**config.mk**
```make
export PLATFORM = sky130hd
export DESIGN_NAME = motor_cmd_conditioner
export DESIGN_NICKNAME = d
export VERILOG_FILES = /design/src/rtl/motor_pkg.sv /design/src/rtl/btn_debounce.sv /design/src/rtl/motor_cmd_conditioner.sv
export SDC_FILE = /design/constraint.sdc
export NUM_CORES = 1
export LEC_CHECK = 0
export ABC_CLOCK_PERIOD_IN_PS = 5010
export CORE_MARGIN = 5
export CORE_UTILIZATION = 56
export DETAILED_ROUTE_END_ITERATION = 16
export HOLD_SLACK_MARGIN = 0.05
export PLACE_DENSITY = 0.73
export SLEW_MARGIN = 40
export SYNTH_ARGS = -nofsm -noshare
export SYNTH_HDL_FRONTEND = slang
export SYNTH_SLANG_ARGS = --single-unit
```
**constraint.sdc**
```tcl
create_clock -name clk -period 5.01 [get_ports clk]
set_input_delay 0.7515 -clock clk [delete_from_list [all_inputs] [get_ports clk]]
set_output_delay 0.7515 -clock clk [all_outputs]
set_load 0.005 [all_outputs]
```
**src/rtl/motor_pkg.sv**
```systemverilog
// Shared definitions for the motor command conditioner: control FSM state
// encoding and the default timing constants for a 27 MHz system clock.
package motor_pkg;

  // 10 ms of stable input before a button change is accepted.
  localparam int DEBOUNCE_CYCLES_DEFAULT = 270000;
  // 50 ms run-off pause before reversing a running motor.
  localparam int DWELL_CYCLES_DEFAULT = 1350000;

  typedef enum logic [1:0] {
    ST_STOPPED = 2'd0,
    ST_RUNNING = 2'd1,
    ST_DWELL   = 2'd2
  } motor_state_t;

endpackage

```
**src/rtl/btn_debounce.sv**
```systemverilog
// One raw active-low button: 2-flop synchronizer, saturating debounce
// counter, debounced stable level and a one-cycle press pulse on the
// stable 1->0 transition. After reset the button must first be seen
// released for a full debounce window before any press is accepted, so a
// button held through reset produces nothing until released and re-pressed.
module btn_debounce
  import motor_pkg::*;
#(
  parameter int DEBOUNCE_CYCLES = DEBOUNCE_CYCLES_DEFAULT
) (
  input  logic clk,
  input  logic rst,
  input  logic btn_n,
  output logic press
);

  localparam int CW = $clog2(DEBOUNCE_CYCLES + 1);
  localparam logic [CW-1:0] CNT_LAST = CW'(DEBOUNCE_CYCLES - 1);
  localparam logic [CW-1:0] CNT_MAX  = '1;

  logic          sync1;
  logic          sync2;
  logic          level;
  logic          armed;
  logic [CW-1:0] cnt;
  logic          differ;

  // Disarmed: count consecutive released cycles. Armed: count cycles where
  // the synchronized input disagrees with the stable level.
  assign differ = armed ? (sync2 != level) : sync2;

  // Bring the asynchronous button into the clk domain; idle level is released.
  always_ff @(posedge clk or posedge rst) begin
    if (rst) begin
      sync1 <= 1'b1;
      sync2 <= 1'b1;
    end else begin
      sync1 <= btn_n;
      sync2 <= sync1;
    end
  end

  // Debounce counter, stable level, arming and registered press pulse.
  always_ff @(posedge clk or posedge rst) begin
    if (rst) begin
      cnt   <= '0;
      level <= 1'b1;
      armed <= 1'b0;
      press <= 1'b0;
    end else begin
      press <= 1'b0;
      if (!differ) begin
        cnt <= '0;
      end else if (cnt == CNT_LAST) begin
        cnt <= '0;
        if (armed) begin
          level <= sync2;
          press <= ~sync2;
        end else begin
          armed <= 1'b1;
        end
      end else if (cnt != CNT_MAX) begin
        cnt <= cnt + 1'b1;
      end
    end
  end

endmodule

```
**src/rtl/motor_cmd_conditioner.sv**
```systemverilog
// Turns three raw push buttons into registered motor commands: run,
// direction, speed select, and a busy flag while a running reversal pauses
// for the run-off dwell. The direction output only ever changes while the
// coils are off.
module motor_cmd_conditioner
  import motor_pkg::*;
#(
  parameter int DEBOUNCE_CYCLES = DEBOUNCE_CYCLES_DEFAULT,
  parameter int DWELL_CYCLES    = DWELL_CYCLES_DEFAULT
) (
  input  logic       clk,
  input  logic       rst,
  input  logic       btn_start_stop_n,
  input  logic       btn_direction_n,
  input  logic       btn_speed_n,
  output logic       run,
  output logic       direction,
  output logic       speed_sel,
  output logic       dir_busy,
  output logic [1:0] state_dbg
);

  localparam int DW = $clog2(DWELL_CYCLES + 1);
  localparam logic [DW-1:0] DWELL_LAST = DW'(DWELL_CYCLES - 1);

  logic          start_p;
  logic          dir_p;
  logic          speed_p;

  motor_state_t  state;
  motor_state_t  state_nx;
  logic          dir_nx;
  logic [DW-1:0] dwell_cnt;
  logic [DW-1:0] dwell_nx;

  btn_debounce #(.DEBOUNCE_CYCLES(DEBOUNCE_CYCLES)) u_db_start (
    .clk   (clk),
    .rst   (rst),
    .btn_n (btn_start_stop_n),
    .press (start_p)
  );

  btn_debounce #(.DEBOUNCE_CYCLES(DEBOUNCE_CYCLES)) u_db_dir (
    .clk   (clk),
    .rst   (rst),
    .btn_n (btn_direction_n),
    .press (dir_p)
  );

  btn_debounce #(.DEBOUNCE_CYCLES(DEBOUNCE_CYCLES)) u_db_speed (
    .clk   (clk),
    .rst   (rst),
    .btn_n (btn_speed_n),
    .press (speed_p)
  );

  assign state_dbg = state;

  // Next-state logic; a start press always takes priority over a direction press.
  always_comb begin
    state_nx = state;
    dir_nx   = direction;
    dwell_nx = dwell_cnt;
    case (state)
      ST_STOPPED: begin
        if (start_p) begin
          state_nx = ST_RUNNING;
        end else if (dir_p) begin
          dir_nx = ~direction;
        end
      end
      ST_RUNNING: begin
        if (start_p) begin
          state_nx = ST_STOPPED;
        end else if (dir_p) begin
          state_nx = ST_DWELL;
          dwell_nx = '0;
        end
      end
      ST_DWELL: begin
        if (start_p) begin
          // Stopping mid-dwell still commits the reversal the user asked for.
          dir_nx   = ~direction;
          state_nx = ST_STOPPED;
        end else if (dwell_cnt == DWELL_LAST) begin
          dir_nx   = ~direction;
          state_nx = ST_RUNNING;
        end else begin
          dwell_nx = dwell_cnt + 1'b1;
        end
      end
      default: begin
        state_nx = ST_STOPPED;
      end
    endcase
  end

  // State, dwell counter and registered outputs derived from the next state.
  always_ff @(posedge clk or posedge rst) begin
    if (rst) begin
      state     <= ST_STOPPED;
      dwell_cnt <= '0;
      direction <= 1'b0;
      speed_sel <= 1'b0;
      run       <= 1'b0;
      dir_busy  <= 1'b0;
    end else begin
      state     <= state_nx;
      dwell_cnt <= dwell_nx;
      direction <= dir_nx;
      speed_sel <= speed_sel ^ speed_p;
      run       <= (state_nx == ST_RUNNING);
      dir_busy  <= (state_nx == ST_DWELL);
    end
  end

endmodule

```
# [Yosys cells after proc, flatten, opt, wreduce, memory -nomap -nowiden]
# Index checks and enable logic that the tools add are counted.
[word_totals] ff_bits=99 elab_cells=105 in_bits=5 output_inout_bits=6
[classes] reduce_logical=11 mux=37 n_eq_ne=24 n_bitwise=5 add_sub_neg=4
[ops] op="19-bit 2-to-1 mux" n=9
[ops] op="21-bit 2-to-1 mux" n=4
[ops] op="19-bit by 1-bit adder with 19-bit output (second input constant)" n=3
[ops] op="19-bit == test (second input constant)" n=3
[ops] op="19-bit != test (second input constant)" n=3
[ops] op="21-bit one-hot mux with 2 select lines" n=1
[ops] op="21-bit by 1-bit adder with 21-bit output (second input constant)" n=1
[ops] op="21-bit == test (second input constant)" n=1
[ops] op="1-bit 2-to-1 mux" n=16
[ops] op="2-bit 2-to-1 mux" n=5
[ops] op="3-bit != test (second input constant)" n=3
[ops] op="3-bit AND reduction" n=3
[ops] op="2-bit != test (second input constant)" n=4
[ops] op="2-bit one-hot mux with 3 select lines" n=1
[ops] op="2-bit AND reduction" n=3
[ops] op="5-bit AND reduction" n=1
[ops] op="2-bit by 1-bit == test with 1-bit output (second input constant)" n=2
[ops] op="2-bit == test (second input constant)" n=2
[ops] op="2-bit by 1-bit != test with 1-bit output (second input constant)" n=2
[ops] op="1-bit NOT" n=4
[ops] op="4-bit AND reduction" n=1
[ops] op="2-bit nonzero test" n=2
[ops] op="1-bit != test" n=3
[ops] op="3-bit by 2-bit != test with 1-bit output (second input constant)" n=1
[ops] op="3 further kinds" n=3

# [Longest topological paths before layout]
# Gate-level depths: netlist (run 1).
[logic_depth] depth_word=5 depth_mapped=8 ltp_nobuf=7

# [By module]
# A second synthesis (run 1) with hierarchy kept.
[unflattened] hier_cells=498 area_unflattened_um2=5170.0
[modules_own_cells] mod="btn_debounce" area_each_um2=1213.7 cells_per_inst=113 n_inst=3 seq_area_each_um2=604.3
[modules_own_cells] mod="motor_cmd_conditioner" area_each_um2=1529.0 cells_per_inst=159 n_inst=1 seq_area_each_um2=675.6

# [Worst setup path after synthesis (run 1)]
# OpenSTA, ideal clock, no wires.
[synth_timing] kind="reg-to-reg" from="register u_db_speed.cnt[0]" to="register u_db_speed.cnt[0]" synth_period_minus_slack_ps=1961 setup_slack_ps=3049 path_stages_with_launch=8 required_ps=4885 arrival_ps=1836 n_path_buf=1 setup_ps=125 path_cell_list="dfrtp_1 > ha_1 > inv_1 > or2_2 > buf_2 > o22ai_2 > nor2_1 > mux2_2"
[synth_via] elab_chain_cells=4 word_cells_on_any_way=7 cone_classes="add/sub (1); eq/ne (3); mux (3)"
[synth_lines] element="start: declaration" line_no="btn_debounce.sv:25" source="logic [CW-1:0] cnt;"
[synth_lines] element="start signal: assignment" line_no="btn_debounce.sv:63" source="cnt <= cnt + 1'b1;"
[synth_lines] element="19-bit by 1-bit adder with 19-bit output" line_no="btn_debounce.sv:63"
[synth_lines] element="19-bit 2-to-1 mux" line_no="btn_debounce.sv:62" source="end else if (cnt != CNT_MAX) begin"
[synth_lines] element="19-bit 2-to-1 mux" line_no="btn_debounce.sv:54" source="end else if (cnt == CNT_LAST) begin"
[synth_lines] element="19-bit 2-to-1 mux" line_no="btn_debounce.sv:52" source="if (!differ) begin"
# Parallel ways exist; a longest one is shown, timed or not. The select of a mux whose other input is x is not followed.
# A chain may end at the register's enable or synchronous reset.

# [Worst setup path in the final report (run 1)]
[layout_timing] from="register state[0] (netlist: state_dbg[0])" to="register dwell_cnt[17]"
[layout_via] elab_chain_cells=3 word_cells_on_any_way=9 cone_classes="eq/ne (6); mux (1); reduce/logical (2)"
[layout_lines] element="start: declaration" line_no="motor_cmd_conditioner.sv:30" source="motor_state_t state;"
[layout_lines] element="start signal: assignment" line_no="motor_cmd_conditioner.sv:108" source="state <= state_nx;"
[layout_lines] element="2-bit by 1-bit == test with 1-bit output or 2-bit == test (tied branches)" line_no="motor_cmd_conditioner.sv:64" source="case (state)"
[layout_lines] element="2-bit by 1-bit != test with 1-bit output (no source line) (tied with other cells)"
[layout_lines] element="5-bit AND reduction (no source line)"
[layout_lines] element="end signal: assignment" line_no="motor_cmd_conditioner.sv:109" source="dwell_cnt <= dwell_nx;"
[layout_lines] element="end: declaration" line_no="motor_cmd_conditioner.sv:33" source="logic [DW-1:0] dwell_cnt;"
# Parallel ways exist; a longest one is shown, timed or not.

==> impl.org, run 1 <==
** Timing
- Min Tclk post-route :: 2.76 ns
- Timing would allow up to 362 MHz.
- Share of the cycle needed by the critical path after routing :: 0.551
- Final count of pins violating max slew :: 0
- Slew headroom :: 0.485
- After routing, the total negative slack on setup checks comes to 0 ns.
- Clock Skews :: between 0.01 and 0.015 ns
- Setup violations remaining at the end of the flow were counted as 0.
- Worst setup slack after layout :: between 2 and 2.5 ns
- Setup repair after global routing missed its margin :: no
- Final-report hold violation count :: 0
- Actual slew at the worst max-slew pin :: 0.770 ns

** Min path
- Hold path start :: u_db_dir.sync1
- Worst Hold End :: u_db_dir.sync2
- The path class of the tightest hold or removal check is flip-flop to flip-flop.
- Counting instances, the worst hold path has a depth of 0.

** Synthesis
- Syn_area_per_cell :: 9.73 sq um
- Flops & latches, synth :: 99
- Of the total synthesized cell area, the portion taken by full adders, half adders and majority gates is 0.0187.
- Top-area cell type share of the netlist area :: 0.420
- Top cells by area in the synthesized netlist :: sky130_fd_sc_hd__dfrtp_1 (42%), sky130_fd_sc_hd__xnor2_1 (4.9%), sky130_fd_sc_hd__dfstp_2 (4.4%)
- Counting every instance in the synthesized netlist gives between 500 and 600.
- Yosys mapped a number of flops with a built-in enable equal to 0.
- The share of the Yosys chip area taken by registers is 0.464.
- The share of the synthesized area in compound gates (AO/OA/AOI/OAI) is 0.181.
- During synthesis, Yosys emitted a total of 0 warnings.
- When the netlist entered floorplanning its net count stood at about 560.
- Among all cell types in the netlist, the one instantiated most often is sky130_fd_sc_hd__dfrtp_1.
- Basic-gate share of the synthesized area counting and, or, nand and nor cells :: 0.226
- Library cell with the largest summed area after synthesis :: sky130_fd_sc_hd__dfrtp_1
- After synthesis the cells add up to 5360 sq um.
- Post-synthesis mux area share :: 0.0194
- Post-synth ARST share :: 1.00
- Top FF cell, synth :: sky130_fd_sc_hd__dfrtp_1
- By area, the combinational part of the netlist is dominated by simple AND/OR/NAND/NOR gates.
- List of most frequent post-synthesis cells :: sky130_fd_sc_hd__dfrtp_1 (90), sky130_fd_sc_hd__nor2_1 (60), sky130_fd_sc_hd__nand2_1 (32)
- Count of unique library cells instantiated by Yosys :: 67
- Of the total synthesized cell area, the portion taken by XOR and XNOR cells is 0.0588.

** Outcome
- The run finished with clean final reports.

** Global routing
- The first global-routing pass estimated 19100 um of wire.
- Entering global routing, the biggest net connects 52 pins.
- Via count of the first global-routing pass :: 4097
- Across every metal layer, demand over resource in global routing totals 0.202.
- Summed over all layers, the global routing overflow is 0.
- Initial antenna violation count :: 0

** Setup path
- Setup crit end kind :: flip-flop
- Worst R2R Setup Slack :: 2.25 ns
- The setup path with the least slack is of type flip-flop to flip-flop.
- The endpoint identified for the worst register-to-register timing path is dwell_cnt[17].
- For the worst setup path, the data arrival time is between 3 and 4 ns.
- STA classifies the critical path startpoint as a flip-flop.
- Required time of the critical path :: ~5.3 ns
- In this run the critical register-to-register path is launched from state_dbg[0].
- Biggest fanout along the worst timing path :: 19
- Measured in cells, the most critical reg-to-reg path has a length of 6.

** Floorplanning
- CORE AREA :: 9280 sq um
- Row count :: 35
- Horiz. Die Dim :: 108 um
- The initial utilization of the core area, before any placement, comes to 0.577.
- I/O Pins :: 11
- The die is 108 um tall.
- The die covers between 10000 and 15000 sq um.

** Clock network
- At the later pin of the worst-skew pair, clock insertion delay measures 0.37 ns.
- For this design, the sink count on the clock tree is a little under 100.
- The number of hold buffers added after CTS was 0.
- Cts bufs inserted :: 9
- Clock tree from TritonCTS :: built
- Post CTS Setup Buffer Count :: 0
- Clock slew seen by the registers of the worst setup and hold paths :: 0.10 ns
- Post-CTS repair changed the size of 0 cells.
- CTS root buffer :: sky130_fd_sc_hd__clkbuf_8
- Bufs on Longest Clock Path :: 2
- H-tree depth :: 3

** Route
- In the detailed route, the total length drawn on met3 is around 480 um.
- After detailed routing, the wire length on met1 is roughly 5000 um.
- Routed Antenna Nets :: 0
- The detailed router used layers up to and including met4.
- Iteration-0 DRC count of the detailed router :: 204
- In the routed design, unresolved DRC markers number 0.
- DR vias :: ~4.2k
- The final layout contains routed wiring with a total length of 10700 um.
- In the routed layout, each cell is associated on average with a via count of 6.15.
- Total met2 wirelength after detailed routing :: 5110 um
- Dividing the detail-routed wire length by the instance count gives 15.5 um.
- The first detailed-routing pass ran for 5 iterations.

** Placement
- The HPWL after detailed placement is 7120 um.
- RD Place Congestion :: 0.853
- Cell count after placement :: 673
- Dpl ws :: 2.35 ns
- Port-buffer cells :: 10

** Pwr
- VDD sags by at most 0.000163 V.
- The design draws ~1.3 mW.
- The analysis attributes to cell leakage a power of 2.24 nW.
- Power spread over the standard cell area amounts to 233 nW/um^2.

** Final layout
- Layout cells sized above 1 :: 0.107
- Summing all multi-input logic gate instances after layout gives around 2700 sq um.
- Antenna cells :: 0
- In the final design database the tool counted 569 nets.
- Storage cell area :: between 2000 and 2500 sq um
- Final cell count without fillers :: 690
- After filler insertion, the fill cell instance count of the layout stands at around 800.
- Area growth from synthesis to layout :: 7.70%

** Run
- Across the run, the number of max-cap violations was 0.
## report_power, final
part	internal [mW]	total [mW]	leakage [nW]	switching (mW)
registers	0.809	0.818	1.34	0.00905
clock network	0.197	0.481	0.0941	0.283
logic	0.0157	0.0492	0.799	0.0335
## cell type report
cell class | count | area share
Timing Repair Buffer | 13 | 0.0212
Tap cell | 129 | 0.0280
Clock inverter | 5 | 0.00628
Inverter | 23 | 0.0154
Clock buffer | 11 | 0.0245
Sequential cell | 99 | 0.431
Multi-Input combinational cell | 410 | 0.474
## cells in the final DEF (no fill, tap or decap), drive strengths merged, types with 5 or more instances in the layout
cell type      Yosys  layout
dfstp              9       9
nor3              11      11
xnor2             30      30
nor4               7       7
nor3b              5       5
clkdlybuf4s50      0      10
and2               7       7
mux2               8       8
ha                 8       8
nand2             32      32
inv               22      24
dfrtp             90      90
xor2               6       6
nor2              60      60
o31ai             19      19
clkbuf             9      11
a31oi             10      10
and4               9       9
a211oi            16      16
nand3             29      29
a2111oi            9       9
or3                8       8
nand4             25      25
a21oi             22      22
and3              11      11
o21ai             24      24
## how the worst max path moves through the flow
| stage | startpoint | endpoint | depth (start not counted) |
|---|---|---|---|
| 2_1_floorplan | rst | dir_busy | 1 |
| 3_3_place_gp | state_dbg[0] | dir_busy | 6 |
| 3_5_place_dp | state_dbg[0] | dwell_cnt[17] | 6 |
| 4_1_cts | state_dbg[0] | dwell_cnt[17] | 6 |
| 5_1_grt | state_dbg[0] | dwell_cnt[15] | 6 |
| 6_report | state_dbg[0] | dwell_cnt[17] | 6 |
## kinds of logic after synthesis
group	count (synthesis)
AOI/OAI and AO/OA	133
xor gates and xnor gates	36
adders and majority gates	8
buffers and inverters	42
DFF	99
muxes	9
and+or+nand+nor	224
## routing by layer
| metal | track usage | vias to the layer above |
|---|---|---|
| li1 | - | 2057 |
| met1 | 0.267 | 2097 |
| met2 | 0.324 | 79 |
| met3 | 0.0456 | 11 |
| met4 | 0.0748 | 0 |
| met5 | 0 | - |
## worst max-delay path: stages (launching register included)
cell and delay, ns:
sky130_fd_sc_hd__dfrtp_1 0.44, sky130_fd_sc_hd__inv_1 0.11, sky130_fd_sc_hd__ha_1 0.50, sky130_fd_sc_hd__clkinv_1 0.43, sky130_fd_sc_hd__nor3_4 0.75, sky130_fd_sc_hd__nor2_1 0.22, sky130_fd_sc_hd__a31oi_1 0.22
## flip-flops by register name, indices dropped and copies added (netlist names), 2 cells and up
name and flops:
dwell_cnt 21, u_db_dir.cnt 19, u_db_start.cnt 19, state_dbg 2
u_db_speed.cnt 19
## per-stage QoR
step	area, sq um	hold slack, ns	utilization
detailed placement	5580	0.347	0.601
CTS	5760	0.361	0.620
global route	5770	0.369	0.622
floorplan	5360	0.345	-
global placement	5550	0.346	0.598
finish	5770	0.360	0.622
Note: power is estimated with default switching activity, not from simulation.
==> run 2, diff against run 1 <==
--- a/config.mk
+++ b/config.mk
@@ -5,7 +5,7 @@
 export SDC_FILE = /design/constraint.sdc
 export NUM_CORES = 1
 export LEC_CHECK = 0
-export ABC_CLOCK_PERIOD_IN_PS = 5010
+export ABC_CLOCK_PERIOD_IN_PS = 2700
 export CORE_MARGIN = 5
 export CORE_UTILIZATION = 56
 export DETAILED_ROUTE_END_ITERATION = 16
==> constraint.sdc (replaced) <==
create_clock -name clk -period 2.7 [get_ports clk]
set_input_delay 0.405 -clock clk [delete_from_list [all_inputs] [get_ports clk]]
set_output_delay 0.405 -clock clk [all_outputs]
set_load 0.005 [all_outputs]
==> impl.org, run 2 (synthesis results as in run 1) <==
** Outcome
- Status :: finished clean (unchanged)

** Placement
- The worst-case setup slack after placement was 0.480 ns (was 2.35 ns).
- RD Place Congestion :: 0.872 (was 0.853)
- DPL Wire Length :: 7680 um (was 7120 um)
- Port-buffer cells :: 10 (unchanged)
- Total cell area at the placement stage :: 5690 sq um (was 5580 sq um)

** Final layout
- The fraction of layout cells with a size suffix above 1 is 0.120 (was 0.107).
- Commonest non-fill, non-tap cells in the layout :: sky130_fd_sc_hd__dfrtp_1 (90), sky130_fd_sc_hd__nor2_1 (60), sky130_fd_sc_hd__nand2_1 (32) (unchanged)
- The total non-filler cell area in the finished layout was 5890 sq um (was 5770 sq um).
- Filler Cells Inserted :: 762 (was 779)
- The layout overhead on the synthesized area came to 9.92% (was 7.70%).
- Area of the multi-input gates :: 2700 sq um (was 2740 sq um)
- The flip-flop count of the largest register after layout came to 21 (unchanged).
- The utilization of the core after routing is 0.635 (was 0.622).
- Antenna cells :: 0 (unchanged)
- Largest reg by FF count :: dwell_cnt (unchanged)
- Most common cell after layout, fill and taps aside :: sky130_fd_sc_hd__dfrtp_1 (unchanged)
- The total number of nets in the final design is 582 (was 569).
- The area taken by flip-flops and latches is 2490 sq um (unchanged).

** Global routing
- Via count of the first global-routing pass :: 4092 (was 4097)
- The maximum number of pins on one net before global-route repair is 44 (was 52).
- The first-pass GRT wire length was 19500 um (was 19100 um).
- Overall track demand over capacity in global routing :: 0.206 (was 0.202)
- The sum of overflow across all layers after global routing is 0 (unchanged).
- Initial antenna violation count :: 0 (unchanged)

** Clock network
- Insertion delay to the later sink of the worst-skew pair :: 0.37 ns (about the same)
- The number of hold buffers added after CTS is 0 (unchanged).
- The clock tree root driver cell was sky130_fd_sc_hd__clkbuf_8 (unchanged).
- Clock Sinks :: 99 (unchanged)
- Resize count post-CTS :: 0 (unchanged)
- Clock tree from TritonCTS :: built (unchanged)
- The buffer levels on the longest clock path was 2 (unchanged).
- The clock transition at the registers of the reported paths was 0.09 ns (was 0.10 ns).
- The number of buffers created by CTS was 9 (unchanged).
- The H-tree depth is 3 (unchanged).
- Post CTS Setup Buffer Count :: 0 (unchanged)

** Timing
- The total count of hold-check failures in the final report was 0 (unchanged).
- Actual slew at the worst max-slew pin :: 0.635 ns (was 0.770 ns)
- Slew headroom :: 0.575 (was 0.485)
- The number of endpoints failing setup at the final stage is 0 (unchanged).
- Setup repair after global routing missed its margin: no (unchanged).
- The summed negative setup slack over all endpoints is 0 ns (unchanged).
- The maximum clock skew at final layout is 0.00997 ns (was 0.0122 ns).
- Final count of pins violating max slew :: 0 (unchanged)
- Worst setup slack after layout :: 0.467 ns (was 2.25 ns)
- Min Tclk post-route :: 2.23 ns (was 2.76 ns)
- Highest Clock Rate :: 448 MHz (was 362 MHz)
- The final period utilization came to 0.827 (was 0.551).

** Floorplanning
- The area of the core region is 9280 sq um (unchanged).
- Height of the die :: 108 um (unchanged)
- Row count :: 35 (unchanged)
- Initial cell density of the core :: 0.577 (unchanged)
- The horizontal die dimension was 108 um (unchanged).
- The count of boundary I/O pins came to 11 (unchanged).
- The overall die area is 11600 sq um (unchanged).

** Route
- DR vias :: 4294 (was 4244)
- The aggregate routed wire length was 11000 um (was 10700 um).
- Iteration-0 DRC count of the detailed router :: 190 (was 204)
- The post-detailed-route wirelength per cell was 15.7 um (was 15.5 um).
- Via-per-instance ratio :: 6.11 (was 6.15)
- Routed Antenna Nets :: 0 (unchanged)
- The number of design rule violations left after detail routing is 0 (unchanged).
- Number of iterations in the first detailed-routing pass :: 4 (was 5)

** Setup path
- The critical path data required time came to 2.98 ns (was 5.30 ns).
- Biggest fanout along the worst timing path :: 15 (was 19)
- The critical path data arrival time is 2.52 ns (was 3.05 ns).
- Setup crit end kind :: flip-flop (unchanged)
- Worst setup SP type :: flip-flop (unchanged)
- Worst Path Class, Setup :: flip-flop to flip-flop (unchanged)

** Pwr
- The highest ir drop seen on vdd was 0.000389 V (was 0.000163 V).
- The cell area power density was 443 nW/um^2 (was 233 nW/um^2).
- The static power due to leakage was 2.31 nW (was 2.24 nW).

** Run
- Max-cap check violation count :: 0 (unchanged)

** Min path
- Class of the most critical hold timing path :: flip-flop to flip-flop (unchanged)
[run 2: cell types whose count changed in the layout (fill, tap and decap cells not counted), sizes merged]
cell / previous run / this run
buf: 3 / 16
bufinv: 0 / 1
clkbuf: 11 / 10
clkinv: 4 / 3
clkinvlp: 0 / 1
[run 2: path summary, 6_finish.rpt]
| kind | from | end | slack, ns | cells past startpoint |
|---|---|---|---|---|
| hold reg to reg | u_db_speed.sync1 | u_db_speed.sync2 | 0.36 | 0 |
| min in group asynchronous | rst | dwell_cnt[0] | 0.44 | 2 |
| hold / removal | u_db_speed.sync1 | u_db_speed.sync2 | 0.36 | 0 |
| max in group asynchronous | rst | u_db_dir.sync1 | 1.61 | 3 |
| setup reg to reg | state_dbg[0] | dwell_cnt[3] | 0.47 | 7 |
| setup / recovery | state_dbg[0] | dwell_cnt[3] | 0.47 | 7 |
[run 2: critical path, stage by stage, from the launching register on]
cell,delay (ns)
sky130_fd_sc_hd__dfrtp_1,0.44
sky130_fd_sc_hd__inv_1,0.10
sky130_fd_sc_hd__ha_1,0.49
sky130_fd_sc_hd__clkinv_1,0.19
sky130_fd_sc_hd__nor3_2,0.44
sky130_fd_sc_hd__buf_4,0.28
sky130_fd_sc_hd__o31ai_1,0.10
sky130_fd_sc_hd__o31ai_1,0.10
[run 2: final cells by class]
cell class                      instances  area share
Multi-Input combinational cell        410       0.458
Clock buffer                           10      0.0234
Tap cell                              129      0.0274
Timing Repair Buffer                   26      0.0416
Sequential cell                        99       0.422
Clock inverter                          6      0.0119
Inverter                               23      0.0153
[run 2: per-layer routing]
metal | part of all wire | global-route usage
met5 | 0 | 0
met4 | 0.015 | 0.0496
met3 | 0.039 | 0.0528
met2 | 0.48 | 0.337
met1 | 0.46 | 0.274
[run 2: metrics by stage]
step	hold slack [ns]	power, mW	instances
after detailed placement	0.348	1.65	687
after CTS	0.360	2.65	703
after global placement	0.347	1.65	687
final	0.360	2.61	703
after floorplan	0.345	1.61	551
after global routing	0.367	2.72	703
[run 2: power breakdown]
group	switching [mW]	total (mW)	leakage [nW]	internal, mW
clock	0.530	0.993	0.108	0.464
combinational	0.0646	0.101	0.853	0.0369
sequential	0.0165	1.52	1.34	1.50
